## src/rtl/cam_chan_ctrl_if.sv

```systemverilog
// Camera channel control bundle: raw keys, per-channel vsync and mode in; applied enables and status out.
interface cam_chan_ctrl_if #(
    parameter int CH_NUM = 2
);
    logic [CH_NUM-1:0] key_in;
    logic [CH_NUM-1:0] cam_vsync;
    logic [1:0]        mode;
    logic [CH_NUM-1:0] ch_en;
    logic [CH_NUM-1:0] ch_pend;
    logic [CH_NUM-1:0] key_flag;
    logic [2:0]        active_ch;

    modport master (
        output key_in, cam_vsync, mode,
        input  ch_en, ch_pend, key_flag, active_ch
    );

    modport slave (
        input  key_in, cam_vsync, mode,
        output ch_en, ch_pend, key_flag, active_ch
    );
endinterface

```

## src/rtl/cam_chan_ctrl.sv

```systemverilog
// Per-channel camera write enables: debounced keys steer a target mask that each channel adopts at its own frame start.
// Inputs pass three register stages; ch_en follows vs_rise by one cycle, ch_pend/active_ch one more; no backpressure.
module cam_chan_ctrl #(
    parameter int                CH_NUM        = 2,
    parameter int                CNT_MAX       = 999_999,
    parameter logic [CH_NUM-1:0] INIT_EN       = {CH_NUM{1'b1}},
    parameter logic [7:0]        FRAMES_PER_CH = 8'd30,
    parameter logic [23:0]       VS_TIMEOUT    = 24'd5_000_000
) (
    input  logic            sys_clk,
    input  logic            sys_rst_n,
    cam_chan_ctrl_if.slave  io_bus
);
    localparam int               CNT_W      = $clog2(CNT_MAX + 1);
    localparam logic [CNT_W-1:0] CNT_TOP    = CNT_W'(CNT_MAX);
    localparam logic [CNT_W-1:0] CNT_FIRE   = CNT_W'(CNT_MAX - 1);
    localparam logic [23:0]      WAIT_LAST  = VS_TIMEOUT - 24'd1;
    localparam logic [7:0]       FRAME_LAST = FRAMES_PER_CH - 8'd1;
    localparam logic [1:0]       MODE_TOGGLE = 2'd0;
    localparam logic [1:0]       MODE_EXCL   = 2'd1;
    localparam logic [1:0]       MODE_AUTO   = 2'd2;

    function automatic logic [2:0] lowest_idx(input logic [CH_NUM-1:0] v);
        logic [2:0] idx;
        idx = 3'd0;
        for (int i = CH_NUM - 1; i >= 0; i--) begin
            if (v[i]) idx = 3'(i);
        end
        return idx;
    endfunction

    function automatic logic [CH_NUM-1:0] one_hot(input logic [2:0] idx);
        logic [CH_NUM-1:0] v;
        v = '0;
        for (int i = 0; i < CH_NUM; i++) begin
            v[i] = (idx == 3'(i));
        end
        return v;
    endfunction

    logic [CH_NUM-1:0] r_key_s1, r_key_s2, r_key_s3;
    logic [CH_NUM-1:0] r_vs_s1, r_vs_s2, r_vs_s3;
    logic [CNT_W-1:0]  r_cnt [CH_NUM];
    logic [CH_NUM-1:0] r_key_flag;
    logic [1:0]        r_mode, r_mode_prev;
    logic [CH_NUM-1:0] r_target, r_ch_en, r_pend;
    logic [7:0]        r_frame_cnt;
    logic [2:0]        r_active_ch;
    logic [23:0]       r_wait [CH_NUM];

    logic [CH_NUM-1:0] w_vs_rise;
    logic [CH_NUM-1:0] w_force;
    logic [CH_NUM-1:0] w_apply;
    logic [1:0]        w_mode_in;
    logic              w_mode_chg;
    logic              w_vs_active;
    logic [2:0]        w_next_ch;
    logic [CH_NUM-1:0] w_target_nxt;
    logic [7:0]        w_frame_nxt;

    // Keys idle high, so their synchronisers reset high to avoid a phantom press.
    always_ff @(posedge sys_clk or negedge sys_rst_n) begin
        if (!sys_rst_n) begin
            r_key_s1 <= '1;
            r_key_s2 <= '1;
            r_key_s3 <= '1;
            r_vs_s1  <= '0;
            r_vs_s2  <= '0;
            r_vs_s3  <= '0;
        end else begin
            r_key_s1 <= io_bus.key_in;
            r_key_s2 <= r_key_s1;
            r_key_s3 <= r_key_s2;
            r_vs_s1  <= io_bus.cam_vsync;
            r_vs_s2  <= r_vs_s1;
            r_vs_s3  <= r_vs_s2;
        end
    end

    assign w_vs_rise = r_vs_s2 & ~r_vs_s3;

    always_ff @(posedge sys_clk or negedge sys_rst_n) begin
        if (!sys_rst_n) begin
            for (int i = 0; i < CH_NUM; i++) r_cnt[i] <= '0;
            r_key_flag <= '0;
        end else begin
            for (int i = 0; i < CH_NUM; i++) begin
                if (r_key_s3[i]) begin
                    r_cnt[i] <= '0;
                end else if (r_cnt[i] != CNT_TOP) begin
                    r_cnt[i] <= r_cnt[i] + CNT_W'(1);
                end
                r_key_flag[i] <= ~r_key_s3[i] && (r_cnt[i] == CNT_FIRE);
            end
        end
    end

    assign w_mode_in   = (io_bus.mode == 2'd3) ? MODE_TOGGLE : io_bus.mode;
    assign w_mode_chg  = (r_mode != r_mode_prev);
    assign w_vs_active = |(w_vs_rise & one_hot(r_active_ch));
    assign w_next_ch   = (r_active_ch == 3'(CH_NUM - 1)) ? 3'd0 : r_active_ch + 3'd1;

    always_comb begin
        w_target_nxt = r_target;
        w_frame_nxt  = r_frame_cnt;
        if (w_mode_chg) begin
            // Keys are dropped on the switch cycle; the new mode starts from what is really enabled.
            if (r_mode == MODE_TOGGLE) begin
                w_target_nxt = r_ch_en;
            end else begin
                w_target_nxt = one_hot(lowest_idx(r_ch_en));
                w_frame_nxt  = 8'd0;
            end
        end else begin
            case (r_mode)
                MODE_EXCL: begin
                    if (|r_key_flag) w_target_nxt = one_hot(lowest_idx(r_key_flag));
                end
                MODE_AUTO: begin
                    if (|r_key_flag) begin
                        w_target_nxt = one_hot(lowest_idx(r_key_flag));
                        w_frame_nxt  = 8'd0;
                    end else if (w_vs_active) begin
                        if (r_frame_cnt == FRAME_LAST) begin
                            w_target_nxt = one_hot(w_next_ch);
                            w_frame_nxt  = 8'd0;
                        end else begin
                            w_frame_nxt = r_frame_cnt + 8'd1;
                        end
                    end
                end
                default: w_target_nxt = r_target ^ r_key_flag;
            endcase
        end
    end

    always_comb begin
        w_force = '0;
        for (int i = 0; i < CH_NUM; i++) begin
            w_force[i] = r_pend[i] && (r_wait[i] == WAIT_LAST);
        end
    end

    assign w_apply = w_vs_rise | w_force;

    // Apply uses the target held before this cycle's update, so a key coinciding with vsync waits a frame.
    always_ff @(posedge sys_clk or negedge sys_rst_n) begin
        if (!sys_rst_n) begin
            r_mode      <= MODE_TOGGLE;
            r_mode_prev <= MODE_TOGGLE;
            r_target    <= INIT_EN;
            r_ch_en     <= INIT_EN;
            r_pend      <= '0;
            r_frame_cnt <= 8'd0;
            r_active_ch <= lowest_idx(INIT_EN);
            for (int i = 0; i < CH_NUM; i++) r_wait[i] <= '0;
        end else begin
            r_mode      <= w_mode_in;
            r_mode_prev <= r_mode;
            r_target    <= w_target_nxt;
            r_frame_cnt <= w_frame_nxt;
            r_ch_en     <= (r_ch_en & ~w_apply) | (r_target & w_apply);
            r_pend      <= r_target ^ r_ch_en;
            r_active_ch <= (r_mode == MODE_TOGGLE) ? lowest_idx(r_ch_en) : lowest_idx(r_target);
            for (int i = 0; i < CH_NUM; i++) begin
                if (!r_pend[i] || w_apply[i]) begin
                    r_wait[i] <= '0;
                end else begin
                    r_wait[i] <= r_wait[i] + 24'd1;
                end
            end
        end
    end

    assign io_bus.ch_en     = r_ch_en;
    assign io_bus.ch_pend   = r_pend;
    assign io_bus.key_flag  = r_key_flag;
    assign io_bus.active_ch = r_active_ch;

endmodule

```

## src/flat_wrapper.sv

```systemverilog
// flat-port wrapper written by rule: the top's interface ports become plain ports
module cam_chan_ctrl_flat 
#(
    parameter int                CH_NUM        = 2,
    parameter int                CNT_MAX       = 999_999,
    parameter logic [CH_NUM-1:0] INIT_EN       = {CH_NUM{1'b1}},
    parameter logic [7:0]        FRAMES_PER_CH = 8'd30,
    parameter logic [23:0]       VS_TIMEOUT    = 24'd5_000_000
)
  (sys_clk, sys_rst_n, io_bus_key_in, io_bus_cam_vsync, io_bus_mode, io_bus_ch_en, io_bus_ch_pend, io_bus_key_flag, io_bus_active_ch);
  cam_chan_ctrl_if #(.CH_NUM(CH_NUM)) io_bus_i ();
  input  logic sys_clk;
  input  logic sys_rst_n;
  input wire logic [$bits(io_bus_i.key_in)-1:0] io_bus_key_in;
  input wire logic [$bits(io_bus_i.cam_vsync)-1:0] io_bus_cam_vsync;
  input wire logic [$bits(io_bus_i.mode)-1:0] io_bus_mode;
  output wire logic [$bits(io_bus_i.ch_en)-1:0] io_bus_ch_en;
  output wire logic [$bits(io_bus_i.ch_pend)-1:0] io_bus_ch_pend;
  output wire logic [$bits(io_bus_i.key_flag)-1:0] io_bus_key_flag;
  output wire logic [$bits(io_bus_i.active_ch)-1:0] io_bus_active_ch;
  assign io_bus_i.key_in = io_bus_key_in;
  assign io_bus_i.cam_vsync = io_bus_cam_vsync;
  assign io_bus_i.mode = io_bus_mode;
  assign io_bus_ch_en = io_bus_i.ch_en;
  assign io_bus_ch_pend = io_bus_i.ch_pend;
  assign io_bus_key_flag = io_bus_i.key_flag;
  assign io_bus_active_ch = io_bus_i.active_ch;
  cam_chan_ctrl #(.CH_NUM(CH_NUM), .CNT_MAX(CNT_MAX), .INIT_EN(INIT_EN), .FRAMES_PER_CH(FRAMES_PER_CH), .VS_TIMEOUT(VS_TIMEOUT)) u_core (.sys_clk(sys_clk), .sys_rst_n(sys_rst_n), .io_bus(io_bus_i));
endmodule
```

## config.mk

```make
export PLATFORM = sky130hd
export DESIGN_NAME = cam_chan_ctrl_flat
export DESIGN_NICKNAME = d
export VERILOG_FILES = /design/src/rtl/cam_chan_ctrl_if.sv /design/src/rtl/cam_chan_ctrl.sv /design/src/flat_wrapper.sv
export SDC_FILE = /design/constraint.sdc
export NUM_CORES = 1
export LEC_CHECK = 0
export CORE_ASPECT_RATIO = 1.75
export CORE_UTILIZATION = 61
export DETAILED_ROUTE_END_ITERATION = 10
export PLACE_DENSITY = 0.79
export SETUP_SLACK_MARGIN = 0.02
export SYNTH_ARGS = -nofsm -noshare
export SYNTH_HDL_FRONTEND = slang
export SYNTH_SLANG_ARGS = --single-unit
```

## constraint.sdc

```tcl
create_clock -name sys_clk -period 2.3 [get_ports sys_clk]
set_input_delay 0.575 -clock sys_clk [delete_from_list [all_inputs] [get_ports sys_clk]]
set_output_delay 0.575 -clock sys_clk [all_outputs]
set_load 0.02 [all_outputs]
```

=== Yosys cells after proc, flatten, opt, wreduce, memory -nomap -nowiden ===
Index checks and enable logic that the tools add are counted.

* Flip-flop bits (word level): 123
* Input port bits: 8

* Add/subtract/negate cells: 6
* Equal/unequal tests: 20
* Muxes and demuxes: 35
* Bitwise gates (word level): 12
* Reduce and logical (&&, ||, !) cells: 22

{| class="wikitable"
|+ Operators with widths
! operator !! number
|-
| two-way mux 20 bit || 4
|-
| adder 24 x 1 -> 24 bit, second input constant || 2
|-
| equality test 24 x 23 -> 1 bit, second input constant || 2
|-
| two-way mux 24 bit || 2
|-
| two-way mux 8 bit || 6
|-
| adder 20 x 1 -> 20 bit, second input constant || 2
|-
| equality test 20 bit, second input constant || 2
|-
| != test 20 bit, second input constant || 2
|-
| two-way mux 3 bit || 8
|-
| equality test 3 x 1 -> 1 bit, second input constant || 5
|-
| logical NOT 3 bit || 5
|-
| two-way mux 2 bit || 7
|-
| adder 8 x 1 -> 8 bit, second input constant || 1
|-
| bitwise AND 2 bit || 4
|-
| equality test 8 x 5 -> 1 bit, second input constant || 1
|-
| != test 4 x 1 -> 1 bit, second input constant || 2
|-
| two-way mux 1 bit || 7
|-
| AND reduction 3 bit || 2
|-
| nonzero test 2 bit || 3
|-
| equality test 2 bit, second input constant || 2
|-
| logical AND 1 bit || 4
|-
| NOT 2 bit || 2
|-
| bitwise OR 2 bit || 2
|-
| case mux 2 bit (2 select lines) || 1
|-
| 12 further kinds || 17
|}

=== Logic depth before layout (Yosys ltp) ===
Gate-level depths: netlist of the first run.

* Depth in word-level cells: 9
* Depth in mapped cells: 7
* Gate-level depth less buffers: 7

=== Least setup slack after synthesis of the first run ===
OpenSTA, ideal clock, no wires.

* Path kind: register to register
* Start point: register u_core.r_pend[1], in the netlist u_core.io_bus.ch_pend[1]
* End point: register u_core.r_wait[17] (netlist bit)
* Library setup time: 0.119 ns
* Arrival time: 1.652 ns
* Data required time: 2.181 ns
* Path slack: 0.529 ns
* Cell stages (with the launch flop): 7
* Buffers on the path: 1
* Period minus slack after synthesis: 1.771 ns
* Cells stage by stage: dfrtp_1 or4bb_1 nor3_1 nand4_1 nand3_1 buf_4 nor2_1

* Word-level cells in the longest chain between the ends: 4
* Elaborated cells between the ends (all ways): 5
* Those cells by class: mux (1); bitwise (1); reduce/logical (3)

{| class="wikitable"
|+ Ends and longest elaborated chain
! item !! line !! text
|-
| from (decl) || cam_chan_ctrl.sv:46 || <nowiki>logic [CH_NUM-1:0] r_target, r_ch_en, r_pend;</nowiki>
|-
| from (signal assigned) || cam_chan_ctrl.sv:163 || <nowiki>r_pend <= r_target ^ r_ch_en;</nowiki>
|-
| logical AND 1 bit || cam_chan_ctrl.sv:140 || <nowiki>w_force[i] = r_pend[i] && (r_wait[i] == WAIT_LAST);</nowiki>
|-
| bitwise OR 2 bit || cam_chan_ctrl.sv:144 || <nowiki>assign w_apply = w_vs_rise | w_force;</nowiki>
|-
| logical OR 1 bit (*) || cam_chan_ctrl.sv:166 || <nowiki>if (!r_pend[i] || w_apply[i]) begin</nowiki>
|-
| two-way mux 24 bit (*) || cam_chan_ctrl.sv:166 ||
|-
| to (signal, indexed assignment) || cam_chan_ctrl.sv:169 || <nowiki>r_wait[i] <= r_wait[i] + 24'd1;</nowiki>
|-
| to (decl) || cam_chan_ctrl.sv:49 || <nowiki>logic [23:0] r_wait [CH_NUM];</nowiki>
|}

Mark *: on every way between the ends. The rest lies on a longest branch, timed or not.
A chain may end at the register's enable or synchronous reset.

==> impl_metrics.toml, run 1 <==
[worst_setup_path]
worstPathRequired_ns = 1.73
start_kind = "flip-flop"
critPathTopFamily = "buffers and inverters"
slowest_stage = "clkdlybuf4s50_1"
timing.critical_path.cells = "clkdlybuf4s50_1"
arrival_ns = 1.62
worst_path_buffer_plus_inverter_count = 1
critical-path-max-stage-delay_ns = 0.63
path_class = "flip-flop to primary output"
timing.critical_path.to_type = "primary output"
cp_max_fanout = 6

[power]
power_per_cell_area_nw_per_um2 = 829.4
netSwitchingPower_mw = 1.424
p_int_mw = 4.190
switching_power_as_a_share_of_total_power_pct = 25.37
leakagePower_nw = 2.852
power.share.clock_pct = 45.1
largest_voltage_drop_on_the_vdd_net_uv = 658.7
comb_power_share_pct = 11.2
power_frac_seq_pct = 43.7

[detailed_routing]
post-route-drc-count = 0
detail_route.iter0.violations = 241
postRouteAntennaNets = 0
routed_wl_um = 11610
vias = 4346
drt_pre_antenna_iters = 4
routed_via_density = 5.802
drt-wirelength-per-cell_um = 15.50

[sta]
slew_viol_final = 0
final.period_utilization_pct = 95.59
tns_ns = 0
grt_setup_unrepaired = "no"
clock_skew_ns = 0.008708
hold_violations = 0
worst_pin_slew_ns = 0.6002
timing.final.crit_period_ns = 2.198
maxClockFrequency_mhz = 454.9
tightest_slew_margin_relative_to_the_limit_pct = 59.66
finalSetupViolations = 0

[synth]
synthesis.area_um2 = 5873
yosys_warnings = 0
synth_top_area_share_pct = 47.29
post_synth_num_cell_types = 53
synth.ff_latch_count = 121
synth_ff_type = "dfrtp_1"
synth_area_per_cell_um2 = 10.11
synth_edf_count = 0
synth.most_common_cell = "dfrtp_1"
number_of_instances_in_the_synthesized_netlist = 581
synth_top_cells_by_count = "dfrtp_1, nor2_1, xor2_1"
netlist_top_cells_area = "dfrtp_1, xor2_1, nor2_1, xnor2_1, dfstp_2"
synth_largest_area_cell = "dfrtp_1"
async_reset_ff_share_pct = 100.0
yosysSeqAreaShare_pct = 51.77

[layout]
n_antenna_cell = 0
finish.net_count = 633
synthToLayoutAreaGrowth_pct = 15.25
final_util_pct = 71.94
fraction_of_layout_instances_using_a_drive_strength_above_1_pct = 11.00

[clocking]
clock_tree.buffer_depth = 2
cts-buffers-inserted = 17
cts.repair_timing.setup_buffer_count = 0
post_cts_hold_buffer_count = 0
clock_sink_count = 121
htree_num_levels = 4
ctsResizeCount = 0
worst_skew_pair.late_latency_ns = 0.41
worst_setup_hold_path_clk_slew_ns = 0.05
ctsRootBufferMaster = "clkbuf_16"
tritoncts = "done"

[place]
post-dp-hpwl_um = 7991
place_congestion = 0.8657
port_buffers = 14

[global_routing]
number_of_global_route_vias_before_repair = 4594
antenna_found_initial = 0
grt_max_degree = 43
grt_pass1_wl_um = 20290
groute.usage.overall_pct = 25.62
overflow = 0

[run_status]
outcome = "complete, no violations"

[floorplanning]
die_width_um = 76.18
initial_utilization_pct = 62.42
row_count = 47
core_area_um2 = 9409
floorplan.io_pins = 17
die_height_um = 131.8
die_area_um2 = 10040

[flow_run]
max_cap_violations = 0

[hold_path]
hp-class = "input port to async pin"
-- cell families after synthesis --
| kind of cell | synth area share, % |
|---|---|
| adders and majority gates | 2.343 |
| and+or+nand+nor | 25.48 |
| other | 0.06385 |
| xor gates and xnor gates | 11.33 |
| buffers and inverters | 2.130 |
| AOI/OAI and AO/OA | 5.965 |
| DFF | 51.77 |
| muxes | 0.9160 |
-- per-layer routing --
metal | part of all wire, % | wire [µm] | GRT usage [%]
met5 | 0 | 0 | 0
met3 | 2.0 | 233 | 6.851
met2 | 57 | 6614 | 47.37
met4 | 1.4 | 159 | 11.32
met1 | 40 | 4601 | 26.83
-- through the flow --
step	setup WS [ns]	std cells	hold slack [ns]	cell area, µm²	power (mW)
after CTS	0.08555	749	0.1048	6769	5.661
after floorplan	0.5292	582	0.2794	5877	2.836
after global placement	0.3811	717	0.3358	6201	3.080
after global routing	0.06880	749	0.1239	6769	5.837
final	0.1015	749	0.1067	6769	5.614
after detailed placement	0.2935	717	0.3440	6201	3.115
-- final timing paths --
kind                       cells after the start               endpoint  slack (ns)                from
min in group sys_clk                           0     u_core.r_key_s3[1]        0.35  u_core.r_key_s2[1]
hold / removal                                 1      u_core.r_wait[26]        0.11           sys_rst_n
hold reg to reg                                0     u_core.r_key_s3[1]        0.35  u_core.r_key_s2[1]
setup reg to reg                               5  u_core.r_frame_cnt[6]        0.26    u_core.r_mode[1]
setup / recovery                               1        io_bus_ch_en[1]        0.10           flip-flop
max in group asynchronous                      2     u_core.r_target[1]        1.51           sys_rst_n
-- layout make-up --
type	count	area, µm²
sequential	121	3040
multi-input combinational	433	2711
fill	669	2640
clock buffer	24	471.7
timing repair buffer	26	240.2
tap	122	152.6
clock inverter	8	96.34
inverter	15	56.30
-- cell usage in the layout (no fill, tap or decap), types with 4 or more instances in the layout --
cell | Yosys | final
or3_1 | 6 | 6
nor4_1 | 6 | 6
xor2_1 | 44 | 44
nand2_1 | 41 | 41
and4_1 | 7 | 7
nor2_1 | 98 | 98
clkbuf_1 | 5 | 5
nand4_1 | 24 | 24
or4_1 | 5 | 5
clkbuf_16 | 0 | 17
o31ai_1 | 5 | 5
a31oi_1 | 4 | 4
nor2b_1 | 5 | 5
dfstp_2 | 10 | 10
xnor2_1 | 32 | 32
clkinv_2 | 0 | 4
a21oi_1 | 8 | 8
buf_4 | 4 | 12
clkdlybuf4s50_1 | 0 | 13
inv_1 | 15 | 15
dfrtp_1 | 111 | 111
o21ai_0 | 18 | 18
and3_1 | 14 | 14
nand3_1 | 42 | 42
nor3_1 | 15 | 15
ha_1 | 11 | 11
-- power groups by stage --
stage                     sequential, mW  combinational, mW  clock [mW]
after floorplan                     2.48              0.352           0
after global placement              2.47              0.606           0
after detailed placement            2.49              0.629           0
after CTS                           2.45              0.633        2.57
after global routing                2.47              0.691        2.67
final                               2.46              0.626        2.53
-- state kept, by name (all words and copies together), names as in the netlist, named ones only --
signal,flops
u_core.r_mode,2
u_core.r_key_s3,2
u_core.r_cnt,40
u_core.r_frame_cnt,8
u_core.r_vs_s2,2
u_core.r_target,2
u_core.r_wait,48
u_core.r_mode_prev,2
u_core.r_key_s1,2
u_core.r_vs_s1,2
u_core.io_bus.ch_pend,2
u_core.r_vs_s3,2
u_core.io_bus.key_flag,2
u_core.r_key_s2,2
u_core.io_bus.active_ch,1
(Power assumes the default switching activity.)
==> run 2: changes to the inputs <==
--- a/config.mk
+++ b/config.mk
@@ -5,10 +5,12 @@
 export SDC_FILE = /design/constraint.sdc
 export NUM_CORES = 1
 export LEC_CHECK = 0
+export CAP_MARGIN = 10
 export CORE_ASPECT_RATIO = 1.75
 export CORE_UTILIZATION = 61
 export DETAILED_ROUTE_END_ITERATION = 10
 export PLACE_DENSITY = 0.79
+export RECOVER_POWER = 100
 export SETUP_SLACK_MARGIN = 0.02
 export SYNTH_ARGS = -nofsm -noshare
 export SYNTH_HDL_FRONTEND = slang
==> impl_metrics.toml, run 2 (same netlist as run 1, synthesis figures left out) <==
[global_routing]
antenna_found_initial = 0
groute.usage.overall_pct = 25.62
overflow = 0
number_of_global_route_vias_before_repair = 4594
grt_max_degree = 43
grt_pass1_wl_um = 20290

[sta]
tns_ns = 0
clock_skew_ns = 0.008237
final.period_utilization_pct = 95.83
finalSetupViolations = 0
maxClockFrequency_mhz = 453.7
slew_viol_final = 32
tightest_slew_margin_relative_to_the_limit_pct = -11.84
hold_violations = 0
timing.final.crit_period_ns = 2.204
grt_setup_unrepaired = "no"
worst_pin_slew_ns = 1.678

[worst_setup_path]
worst_path_buffer_plus_inverter_count = 1
reg2reg_to = "u_core.r_cnt[0]"
critPathTopFamily = "buffers and inverters"
timing.critical_path.to_type = "primary output"
rr_worst_depth = 5
r2r_start = "u_core.r_cnt[15]"
r2r_slack_ns = 0.19
start_kind = "flip-flop"
critical-path-max-stage-delay_ns = 0.63
timing.critical_path.cells = "clkdlybuf4s50_1"
worstPathRequired_ns = 1.73
slowest_stage = "clkdlybuf4s50_1"
cp_max_fanout = 6
arrival_ns = 1.63
path_class = "flip-flop to primary output"

[layout]
finish.net_count = 633
synthToLayoutAreaGrowth_pct = 14.32
biggestRegsByFlops = "u_core.r_wait (48), u_core.r_cnt (40), u_core.r_frame_cnt (8)"
final_common_cell = "dfrtp_1"
n_antenna_cell = 0
fraction_of_layout_instances_using_a_drive_strength_above_1_pct = 9.569
final_cell_mix = "dfrtp_1, nor2_1, xor2_1"
finish.cell_count_without_fillers = 749
max_flop_register = "u_core.r_wait"
number_of_flip_flops_under_the_largest_register_name = 48
fillCellCount = 680

[clocking]
cts.repair_timing.setup_buffer_count = 0
cts-buffers-inserted = 17
ctsResizeCount = 0
post_cts_hold_buffer_count = 0
worst_skew_pair.late_latency_ns = 0.41
clock_tree.buffer_depth = 2
clock_sink_count = 121
htree_num_levels = 4
tritoncts = "done"
worst_setup_hold_path_clk_slew_ns = 0.05
ctsRootBufferMaster = "clkbuf_16"

[power]
power.share.clock_pct = 45.4
power_mw = 5.593
p_int_mw = 4.158
power_frac_seq_pct = 43.9
switching_power_as_a_share_of_total_power_pct = 25.67
comb_power_share_pct = 10.7
netSwitchingPower_mw = 1.436
largest_voltage_drop_on_the_vdd_net_uv = 669.1
power_per_cell_area_nw_per_um2 = 833.1
leakagePower_nw = 2.844

[detailed_routing]
vias = 4380
post-route-drc-count = 0
postRouteAntennaNets = 0
drt_pre_antenna_iters = 5
drt-wirelength-per-cell_um = 15.56
detail_route.iter0.violations = 206
routed_wl_um = 11650
routed_via_density = 5.848

[place]
post-dp-hpwl_um = 7991
port_buffers = 14
dp_cells = 717
place_congestion = 0.8657

[floorplanning]
floorplan.io_pins = 17
die_area_um2 = 10040
row_count = 47
die_height_um = 131.8
die_width_um = 76.18
initial_utilization_pct = 62.42
core_area_um2 = 9409

[run_status]
violated_checks = "capacitance limit, slew limit"
outcome = "finished, violations left"

[flow_run]
max_cap_violations = 1

[hold_path]
hold_start = "u_core.r_key_s2[0]"
timing.hold.worst_path_depth = 0
worst_hold_path_ep = "u_core.r_key_s3[0]"
hp-class = "flip-flop to flip-flop"
-- run 2: area by class of cell --
cell class,instances,area (µm²),area share (%)
sequential,121,3040,45.29
multi-input combinational,433,2684,39.97
clock buffer,24,471.7,7.026
timing repair buffer,26,212.7,3.168
tap,122,152.6,2.274
clock inverter,8,96.34,1.435
inverter,15,56.30,0.8386
-- run 2: through the flow --
| stage | setup slack [ns] | utilization (%) | hold WS (ns) | area [µm²] |
|---|---|---|---|---|
| after global placement | 0.3811 | 65.90 | 0.3358 | 6201 |
| final | 0.09587 | 71.36 | 0.3534 | 6714 |
| after floorplan | 0.5292 | - | 0.2794 | 5877 |
| after global routing | 0.04160 | 71.36 | 0.3593 | 6714 |
| after detailed placement | 0.2935 | 65.90 | 0.3440 | 6201 |
| after CTS | 0.08555 | 71.94 | 0.1048 | 6769 |
-- run 2: how the worst max path moves through the flow --
| stage | start | endpoint | slack, ns | depth (start not counted) |
|---|---|---|---|---|
| 2_1_floorplan | u_core.io_bus.ch_pend[1] | u_core.r_wait[17] | 0.53 | 6 |
| 3_3_place_gp | u_core.r_mode[0] | u_core.r_frame_cnt[6] | 0.38 | 5 |
| 3_5_place_dp | u_core.r_mode[1] | u_core.r_frame_cnt[5] | 0.29 | 5 |
| 4_1_cts | flip-flop | io_bus_ch_en[1] | 0.09 | 1 |
| 5_1_grt | u_core.r_cnt[15] | u_core.r_cnt[0] | 0.04 | 5 |
| 6_report | flip-flop | io_bus_ch_en[1] | 0.1 | 1 |
-- run 2: power groups by stage --
stage / clock, mW / combinational (mW) / sequential, mW
finish: 2.54 / 0.599 / 2.45
global route: 2.67 / 0.662 / 2.47
CTS: 2.57 / 0.633 / 2.45
detailed placement: 0 / 0.629 / 2.49
global placement: 0 / 0.606 / 2.47
floorplan: 0 / 0.352 / 2.48
-- run 2: routing by layer --
layer	GRT usage, %	up-vias	wire (µm)
met5	0	-	0
met4	11.32	0	211
met3	6.851	20	308
met2	47.37	98	6562
met1	26.83	2167	4569
li1	-	2095	-
